**src/rtl/instr_encoder.sv**
```systemverilog
// -----------------------------------------------------------------------------
// instr_encoder
//   Packs decoded control fields back into 9-bit machine code, the inverse of
//   the control decoder. Used by the program loader / self-test path to build
//   instruction-memory images. One registered valid/ready stage. A write-address
//   pointer tags every emitted word. Illegal field bundles are consumed and
//   counted, and no word is emitted for them.
//
// Optional feature (compile-time macro INSTR_ENC_RANGECHK_EN):
//   When the macro is defined, a bundle is also rejected in two cases:
//     - a field that would be truncated into a 2-bit slot holds a value above 3;
//     - the destination register Wd is inconsistent with the register the
//       encoding implies.
//   When the macro is undefined, fields are silently truncated and Wd is used
//   only by Ldr.
//
// Parameters
//   DEPTH  instruction-memory entries (address width AW = $clog2(DEPTH))
//   ERRW   width of the saturating error counter
//
// Ports
//   Clk        in   rising-edge clock
//   Reset_n    in   asynchronous active-low reset
//   Start      in   synchronous restart; clears pointer, Full, Err, Err_cnt, pending word
//   In_valid   in   field bundle valid
//   In_ready   out  bundle accepted when In_valid & In_ready
//   Aluop      in   4-bit operation code (decoder encoding)
//   Ldr, Str   in   load / store flags
//   Ra, Rb     in   source registers (Rb is also the address register)
//   Wd         in   destination register
//   Imm        in   immediate / shift amount
//   Jptr       in   jump LUT index
//   Out_valid  out  Mach_code / Wr_addr valid
//   Out_ready  in   downstream accepts the word
//   Mach_code  out  encoded instruction
//   Wr_addr    out  instruction-memory address of Mach_code
//   Full       out  DEPTH words emitted since reset/Start
//   Err        out  sticky flag: at least one illegal bundle consumed
//   Err_cnt    out  saturating count of illegal bundles
// -----------------------------------------------------------------------------
module instr_encoder #(
    parameter int DEPTH = 32,
    parameter int ERRW  = 8,
    localparam int AW   = (DEPTH > 1) ? $clog2(DEPTH) : 1
) (
    input  logic            Clk,
    input  logic            Reset_n,
    input  logic            Start,
    input  logic            In_valid,
    output logic            In_ready,
    input  logic [3:0]      Aluop,
    input  logic            Ldr,
    input  logic            Str,
    input  logic [2:0]      Ra,
    input  logic [2:0]      Rb,
    input  logic [2:0]      Wd,
    input  logic [2:0]      Imm,
    input  logic [4:0]      Jptr,
    output logic            Out_valid,
    input  logic            Out_ready,
    output logic [8:0]      Mach_code,
    output logic [AW-1:0]   Wr_addr,
    output logic            Full,
    output logic            Err,
    output logic [ERRW-1:0] Err_cnt
);

    localparam logic [AW-1:0] LAST_PTR = AW'(DEPTH - 1);

    function automatic logic [ERRW-1:0] sat_inc(input logic [ERRW-1:0] v);
        return (&v) ? v : v + ERRW'(1);
    endfunction

    logic            out_valid_q, out_valid_d;
    logic [8:0]      code_q, code_d;
    logic [AW-1:0]   addr_q, addr_d;
    logic [AW-1:0]   ptr_q, ptr_d;
    logic            full_q, full_d;
    logic            err_q, err_d;
    logic [ERRW-1:0] err_cnt_q, err_cnt_d;

    logic [8:0]      enc_word;
    logic            base_illegal;
    logic            range_illegal;
    logic            bundle_illegal;
    logic            accept;

    // Field packing; bits [8:6] select the instruction class.
    always_comb begin
        enc_word = 9'd0;
        case (Aluop)
            4'b0000: begin
                if (Ldr)
                    enc_word = {3'b000, 1'b0, Wd, Rb[1:0]};
                else if (Str)
                    enc_word = {3'b000, 1'b1, Ra[1:0], Rb};
                else
                    enc_word = {3'b010, Aluop[1:0], Ra[1:0], Rb[1:0]};
            end
            4'b0001,
            4'b0010: enc_word = {3'b010, Aluop[1:0], Ra[1:0], Rb[1:0]};
            // Unary ops share the 010/11 prefix; the sub-op code is not Aluop order.
            4'b0011: enc_word = {3'b010, 2'b11, 2'b00, Ra[1:0]};
            4'b0100: enc_word = {3'b010, 2'b11, 2'b10, Ra[1:0]};
            4'b0101: enc_word = {3'b010, 2'b11, 2'b01, Ra[1:0]};
            4'b0110: enc_word = {3'b101, Ra, Rb};
            4'b0111: enc_word = {3'b110, Ra, Rb};
            4'b1000: enc_word = {3'b001, Ra, Rb};
            4'b1001: enc_word = {3'b011, Ra, Imm};
            4'b1010,
            4'b1011: enc_word = {3'b111, Aluop[0], Ra[1:0], Imm};
            4'b1100: enc_word = {3'b100, 1'b1, Jptr};
            4'b1101: enc_word = {3'b100, 1'b0, Jptr};
            default: enc_word = 9'd0;
        endcase
    end

    always_comb begin
        base_illegal = (Aluop >= 4'b1110) || (Ldr && Str) ||
                       ((Ldr || Str) && (Aluop != 4'b0000));
    end

`ifdef INSTR_ENC_RANGECHK_EN
    logic is_bin;
    logic is_unary;
    logic is_imm_alu;

    always_comb begin
        is_bin     = (Aluop <= 4'd2) && !Ldr && !Str;
        is_unary   = (Aluop >= 4'd3) && (Aluop <= 4'd5);
        is_imm_alu = (Aluop == 4'b1010) || (Aluop == 4'b1011);
        range_illegal =
            ((Ra > 3'd3) && (is_bin || is_unary || is_imm_alu || Str)) ||
            ((Rb > 3'd3) && (Ldr || is_bin)) ||
            ((Wd != Ra) && (is_bin || is_unary || is_imm_alu || (Aluop == 4'b1001))) ||
            ((Wd != Rb) && (Aluop == 4'b1000));
    end
`else
    assign range_illegal = 1'b0;
`endif

    assign bundle_illegal = base_illegal || range_illegal;

    // In_ready depends only on Start, Full and the output-stage state.
    assign In_ready = !Start && !full_q && (!out_valid_q || Out_ready);
    assign accept   = In_valid && In_ready;

    always_comb begin
        out_valid_d = out_valid_q;
        code_d      = code_q;
        addr_d      = addr_q;
        ptr_d       = ptr_q;
        full_d      = full_q;
        err_d       = err_q;
        err_cnt_d   = err_cnt_q;

        if (Start) begin
            // A pending word is dropped; its data is left in place but never marked valid.
            out_valid_d = 1'b0;
            ptr_d       = '0;
            full_d      = 1'b0;
            err_d       = 1'b0;
            err_cnt_d   = '0;
        end else begin
            if (out_valid_q && Out_ready)
                out_valid_d = 1'b0;
            if (accept) begin
                if (bundle_illegal) begin
                    err_d     = 1'b1;
                    err_cnt_d = sat_inc(err_cnt_q);
                end else begin
                    out_valid_d = 1'b1;
                    code_d      = enc_word;
                    addr_d      = ptr_q;
                    if (ptr_q == LAST_PTR) begin
                        ptr_d  = '0;
                        full_d = 1'b1;
                    end else begin
                        ptr_d = ptr_q + AW'(1);
                    end
                end
            end
        end
    end

    always_ff @(posedge Clk or negedge Reset_n) begin
        if (!Reset_n) begin
            out_valid_q <= 1'b0;
            code_q      <= '0;
            addr_q      <= '0;
            ptr_q       <= '0;
            full_q      <= 1'b0;
            err_q       <= 1'b0;
            err_cnt_q   <= '0;
        end else begin
            out_valid_q <= out_valid_d;
            code_q      <= code_d;
            addr_q      <= addr_d;
            ptr_q       <= ptr_d;
            full_q      <= full_d;
            err_q       <= err_d;
            err_cnt_q   <= err_cnt_d;
        end
    end

    assign Out_valid = out_valid_q;
    assign Mach_code = code_q;
    assign Wr_addr   = addr_q;
    assign Full      = full_q;
    assign Err       = err_q;
    assign Err_cnt   = err_cnt_q;

endmodule

```
**config.mk**
```make
export PLATFORM = sky130hd
export DESIGN_NAME = instr_encoder
export DESIGN_NICKNAME = d
export VERILOG_FILES = /design/src/rtl/instr_encoder.sv
export SDC_FILE = /design/constraint.sdc
export NUM_CORES = 1
export LEC_CHECK = 0
export BUFFER_PORTS_ARGS = -buffer_cell sky130_fd_sc_hd__buf_2
export CAP_MARGIN = 20
export CELL_PAD_IN_SITES_DETAIL_PLACEMENT = 0
export CELL_PAD_IN_SITES_GLOBAL_PLACEMENT = 2
export CORE_ASPECT_RATIO = 1.5
export CORE_MARGIN = 2
export CORE_UTILIZATION = 34
export CTS_BUF_LIST = sky130_fd_sc_hd__clkbuf_16
export DETAILED_ROUTE_END_ITERATION = 8
export PLACE_DENSITY_LB_ADDON = 0.08
export SLEW_MARGIN = 0
export SYNTH_ARGS = -nofsm -noshare
export SYNTH_HDL_FRONTEND = slang
export SYNTH_SLANG_ARGS = --single-unit
```
**constraint.sdc**
```tcl
create_clock -name Clk -period 3.8 [get_ports Clk]
set_input_delay 0.57 -clock Clk [delete_from_list [all_inputs] [get_ports Clk]]
set_output_delay 0.57 -clock Clk [all_outputs]
set_load 0.02 [all_outputs]
```
---- After elaboration in Yosys (flattened, before gate mapping) ----
Cells that the tools add are included.
storage, ports and cells
  register bits ........................... 30
  bits in latches ......................... 0
  bits in writable memories ............... 0
  ROM bits ................................ 0
  output and inout bits ................... 26
  logic and storage cells ................. 76
  memories kept ........................... 0
cells by class
  $add $sub $neg .......................... 2
  multipliers ............................. 0
  div/mod/pow operators ................... 0
  order comparisons ....................... 1
  equality and inequality tests ........... 16
  shifts and indexed selects .............. 0
  mux-type cells .......................... 22
  bitwise gates (word level) .............. 2
  reductions and logical operators ........ 26
operator list
  operator                                       number
  one-hot mux 9 bit (12 select lines)            1
  2-to-1 mux 8 bit                               6
  == test 4 bit, second input constant           6
  2-to-1 mux 5 bit                               4
  == test 4 x 3 -> 1 bit, second input constant  4
  2-to-1 mux 1 bit                               11
  AND reduction 3 bit                            3
  adder 8 x 1 -> 8 bit, second input constant    1
  == test 4 x 2 -> 1 bit, second input constant  2
  AND reduction 8 bit                            1
  logical AND 1 bit                              6
  nonzero test 2 bit                             3
  adder 5 x 1 -> 5 bit, second input constant    1
  == test 5 bit, second input constant           1
  == test 4 x 1 -> 1 bit, second input constant  1
  >= comparator 4 bit, second input constant     1
  zero test 4 bit                                1
  logical OR 1 bit                               4
  != test 2 bit, second input constant           2
  AND reduction 2 bit                            2
  nonzero test 4 bit                             1
  OR reduction 2 bit                             2
  zero test 1 bit                                3
  NOT 1 bit                                      2

---- Depth between registers and ports, before layout ----
  depth in word-level cells ............... 6
  depth in mapped cells ................... 6

---- Worst setup path after synthesis ----
OpenSTA, ideal clock, no wires.
  kind .................................... input -> register
  from .................................... input Aluop[2]
  to ...................................... register code_q[5] (netlist: Mach_code[5])
  library setup time ...................... 127 ps
  arrival ................................. 1,757 ps
  data required time ...................... 3,673 ps
  path slack .............................. 1,915 ps
  stages on the path ...................... 6
  cell sequence ........................... buf_6 -> nor3_4 -> a21oi_2 -> nor2_4 -> buf_4 -> mux2_1
between the ends
  longest elaborated chain between the ends .. 5
  elaborated cells on any way between the ends .. 24
ends and longest elaborated chain
  what                                                       line      source
  from (decl)                                                51        input logic [3:0] Aluop,
  >= comparator 4 bit or nonzero test 4 bit (tied branches)  119, 120
  logical OR 1 bit or logical AND 1 bit (tied branches)      119, 120
  logical OR 1 bit                                           119       base_illegal = (Aluop >= 4'b1110) || (Ldr && Str) ||
  NOT 1 bit (no line)                                        --
  AND reduction 3 bit (no line)                              --
  to (signal assigned)                                       197       code_q <= code_d;
  to (decl)                                                  75        logic [8:0] code_q, code_d;
Several ways; a longest one is shown, not always the timed one.
A chain may end at the register's enable or synchronous reset.

---- Final worst setup path ----
  from .................................... input Start
  to ...................................... register addr_q[3] (netlist: Wr_addr[3])
between the ends
  longest elaborated chain between the ends .. 5
  elaborated cells on any way between the ends .. 6
ends and longest elaborated chain
  what                               line  source
  from (decl)                        48    input logic Start,
  zero test 1 bit                    145   assign In_ready = !Start && !full_q && (!out_valid_q || Out_ready);
  logical AND 1 bit (2 in a row)     145
  logical AND 1 bit                  146   assign accept = In_valid && In_ready;
  AND reduction 3 bit (no line) (*)  --
  to (signal assigned)               198   addr_q <= addr_d;
  to (decl)                          76    logic [AW-1:0] addr_q, addr_d;
Mark *: on every way between the ends. The rest lies on a longest branch, timed or not.

==> results_dict.tcl <==
set metrics [dict create \
    grt_pass1_vias 1727 \
    num_rows 33 \
    critPathRequiredTime_ns 3.96 \
    leakage_nw 1.066 \
    synthesis.area_sq_um 1916 \
    vias 1774 \
    synth_cells 196 \
    overflow 0 \
    fillerInstances 581 \
    crit_chain "buf_2, nor2_1, nand3_1, nor2_4, mux2_2" \
    synth_edf_count 0 \
    synth-xor-area-share_pct 0 \
    async_reset_ff_share_pct 100.0 \
    worstSetupPathType "in2reg" \
    synth_top_family_by_area "compound AO/OA/AOI/OAI gates" \
    seqCellArea_sq_um 750.7 \
    fin_area_sq_um 2325 \
    initialDrtViolationCount 66 \
    syn_area_per_cell_sq_um 9.773 \
    place_worst_setup_slack_ns 1.205 \
    power_density_nw_per_um2 399.5 \
    ys_seq_area_share_pct 39.19 \
    routed_wl_microns 5172 \
    ant_nets 0 \
    grt_setup_unrepaired "false" \
    ys_warn_count 0 \
    synth_compound_area_share_pct 23.58 \
    slowest_delay_ns 0.60 \
    ys.flop_type "dfrtp_1" \
    initial_core_util_pct 35.15 \
    final_cell_mix "buf_2 (53), dfrtp_1 (30), nor2_1 (12), a21oi_1 (12), nand2_1 (9)" \
    startpoint_type "input pin" \
    cts_resized 0 \
    synth_top_area_share_pct 39.19 \
    dr.pass1.iters 4 \
    synth.distinct_cells 58 \
    r2r-end "Wr_addr[3]" \
    reg2reg_from "Full" \
    cap_violations 0 \
    synth-seq-cells 30 \
    io_buffers 53 \
    status "complete, no violations" \
    ios 54 \
    regToRegSetupSlack_ns 1.58 \
    synth.mux.area_fraction_pct 10.25 \
    fmax_ghz 0.4308 \
    worstMarginPinSlew_ns 0.7531 \
    drv_slew 0 \
    cts_buffer_depth 2 \
    final_common_cell "buf_2" \
    hold_buffers 0 \
    die_y_microns 95.93 \
    cts_setup_buffers 0 \
    clkSlewWorstSetupHoldPaths_ns 0.05 \
    synthToLayoutAreaGrowth_pct 21.36 \
    synthAdderAreaFrac_pct 2.482 \
    fin_tns_setup_ns 0 \
    setup_violations 0 \
    fin_ws_ns 1.479 \
    period_share_pct 61.09 \
    cts-root-buf "clkbuf_16" \
    yosysTopAreaCell "dfrtp_1" \
    die_area_sq_um 6263 \
    multi_input_area_sq_um 1085 \
    antenna_found_initial 0 \
    grt_pass1_wl_microns 8045 \
    nets 272 \
    viasPerCell 5.704 \
    clk_latency_ns 0.27 \
    utilization_pct 42.65 \
    cp_max_fo 18 \
    finalNonFillerCells 311 \
    grt_max_degree 31 \
    end_kind "flop" \
    clock_skew_ns 0.001012 \
    coreArea_sq_um 5450 \
    dp.cells 304 \
    hold_violations 0 \
    cp_slowest_cell "nor2_4" \
    r2r_cells 4 \
    placed_area_sq_um 2192 \
    drive_gt1_share_pct 29.88 \
    die_w_microns 65.29 \
    syn_nets 227 \
    synth-simple-area-share_pct 20.31 \
    gp_congestion 0.7350 \
    drc_errors 0 \
    slew_headroom_pct 49.65 \
    diodes 0 \
    peakVddDrop_mv 0.1538 \
    cts_tree "done" \
    grt_usage_pct 17.01 \
    crit_start "Start" \
    dp_hpwl_microns 3784 \
    cts_buffers 5 \
    crit_family "simple AND/OR/NAND/NOR gates" \
    cts-htree-levels 2 \
    worst_hold_path_type "in2async" \
    wl_per_cell_microns 16.63 \
    cts.sinks 30 \
    crit_buf_inv 1 \
    cp_data_arrival_time_ns 2.48 \
    finalCriticalPeriod_ns 2.321 \
    yosys-top-cells-area "dfrtp_1 (39%), mux2_1 (4.7%), a21oi_1 (3.1%)" \
]
final cells by class:
cell class	instances	area share [%]
Inverter	1	0.1615
Clock buffer	5	5.382
Timing Repair Buffer	53	11.41
Clock inverter	2	0.3229
Tap cell	70	3.767
Sequential cell	30	32.29
Multi-Input combinational cell	150	46.66
sequential cells by signal, summed over array words and instances, names as in the netlist:
name	cells
Full	1
Err	1
Err_cnt	8
Wr_addr	5
Out_valid	1
ptr_q	5
Mach_code	9
synth_stat cells, types with 4 or more instances:
cell and n:
mux2_1 8, mux2i_1 5, nor2_1 12, clkbuf_1 6, nor4_1 4, mux2_2 5
nor2b_1 7, dfrtp_1 30, buf_2 7, nand2b_1 4, a21oi_1 12, and3_1 4
nand2_1 9, o211ai_1 5, a31oi_1 6, nand3_1 7, a21o_1 4
report_power, final:
group / internal [W] / leakage, nW / switching [W]
Clock: 0.000233 / 0.0723 / 0.000126
Combinational: 0.0000757 / 0.596 / 0.000124
Sequential: 0.000352 / 0.398 / 0.0000189
layer usage:
metal / global-route usage [%] / vias up / share of wire (%)
met2: 33.84 / 57 / 57
met1: 16.45 / 862 / 37
met3: 2.573 / 10 / 4.2
li1: - / 845 / -
met5: 0 / - / 0
met4: 8.681 / 0 / 2.5
cell families (layout without fill, tap and decap cells):
group / Yosys count / after routing
buffers and inverters: 16 / 61
DFF: 30 / 30
adders and majority gates: 4 / 4
AOI/OAI and AO/OA: 62 / 62
muxes: 18 / 18
and+or+nand+nor: 66 / 66
metrics by stage:
stage	power (W)	hold WS, ns
finish	0.0009288	0.3404
global route	0.0009746	0.3914
CTS	0.0009380	0.3539
detailed placement	0.0005776	0.4750
global placement	0.0005718	0.4670
floorplan	0.0005024	0.2744
worst max path at each step:
stage	cells after the start	slack, ns	endpoint
floorplan	6	1.92	Mach_code[5]
global placement	5	1.30	Wr_addr[3]
detailed placement	5	1.21	Wr_addr[3]
CTS	5	1.50	Wr_addr[3]
global route	5	1.31	Wr_addr[3]
finish	5	1.48	Wr_addr[3]
Power figures use the tool's default switching activity.
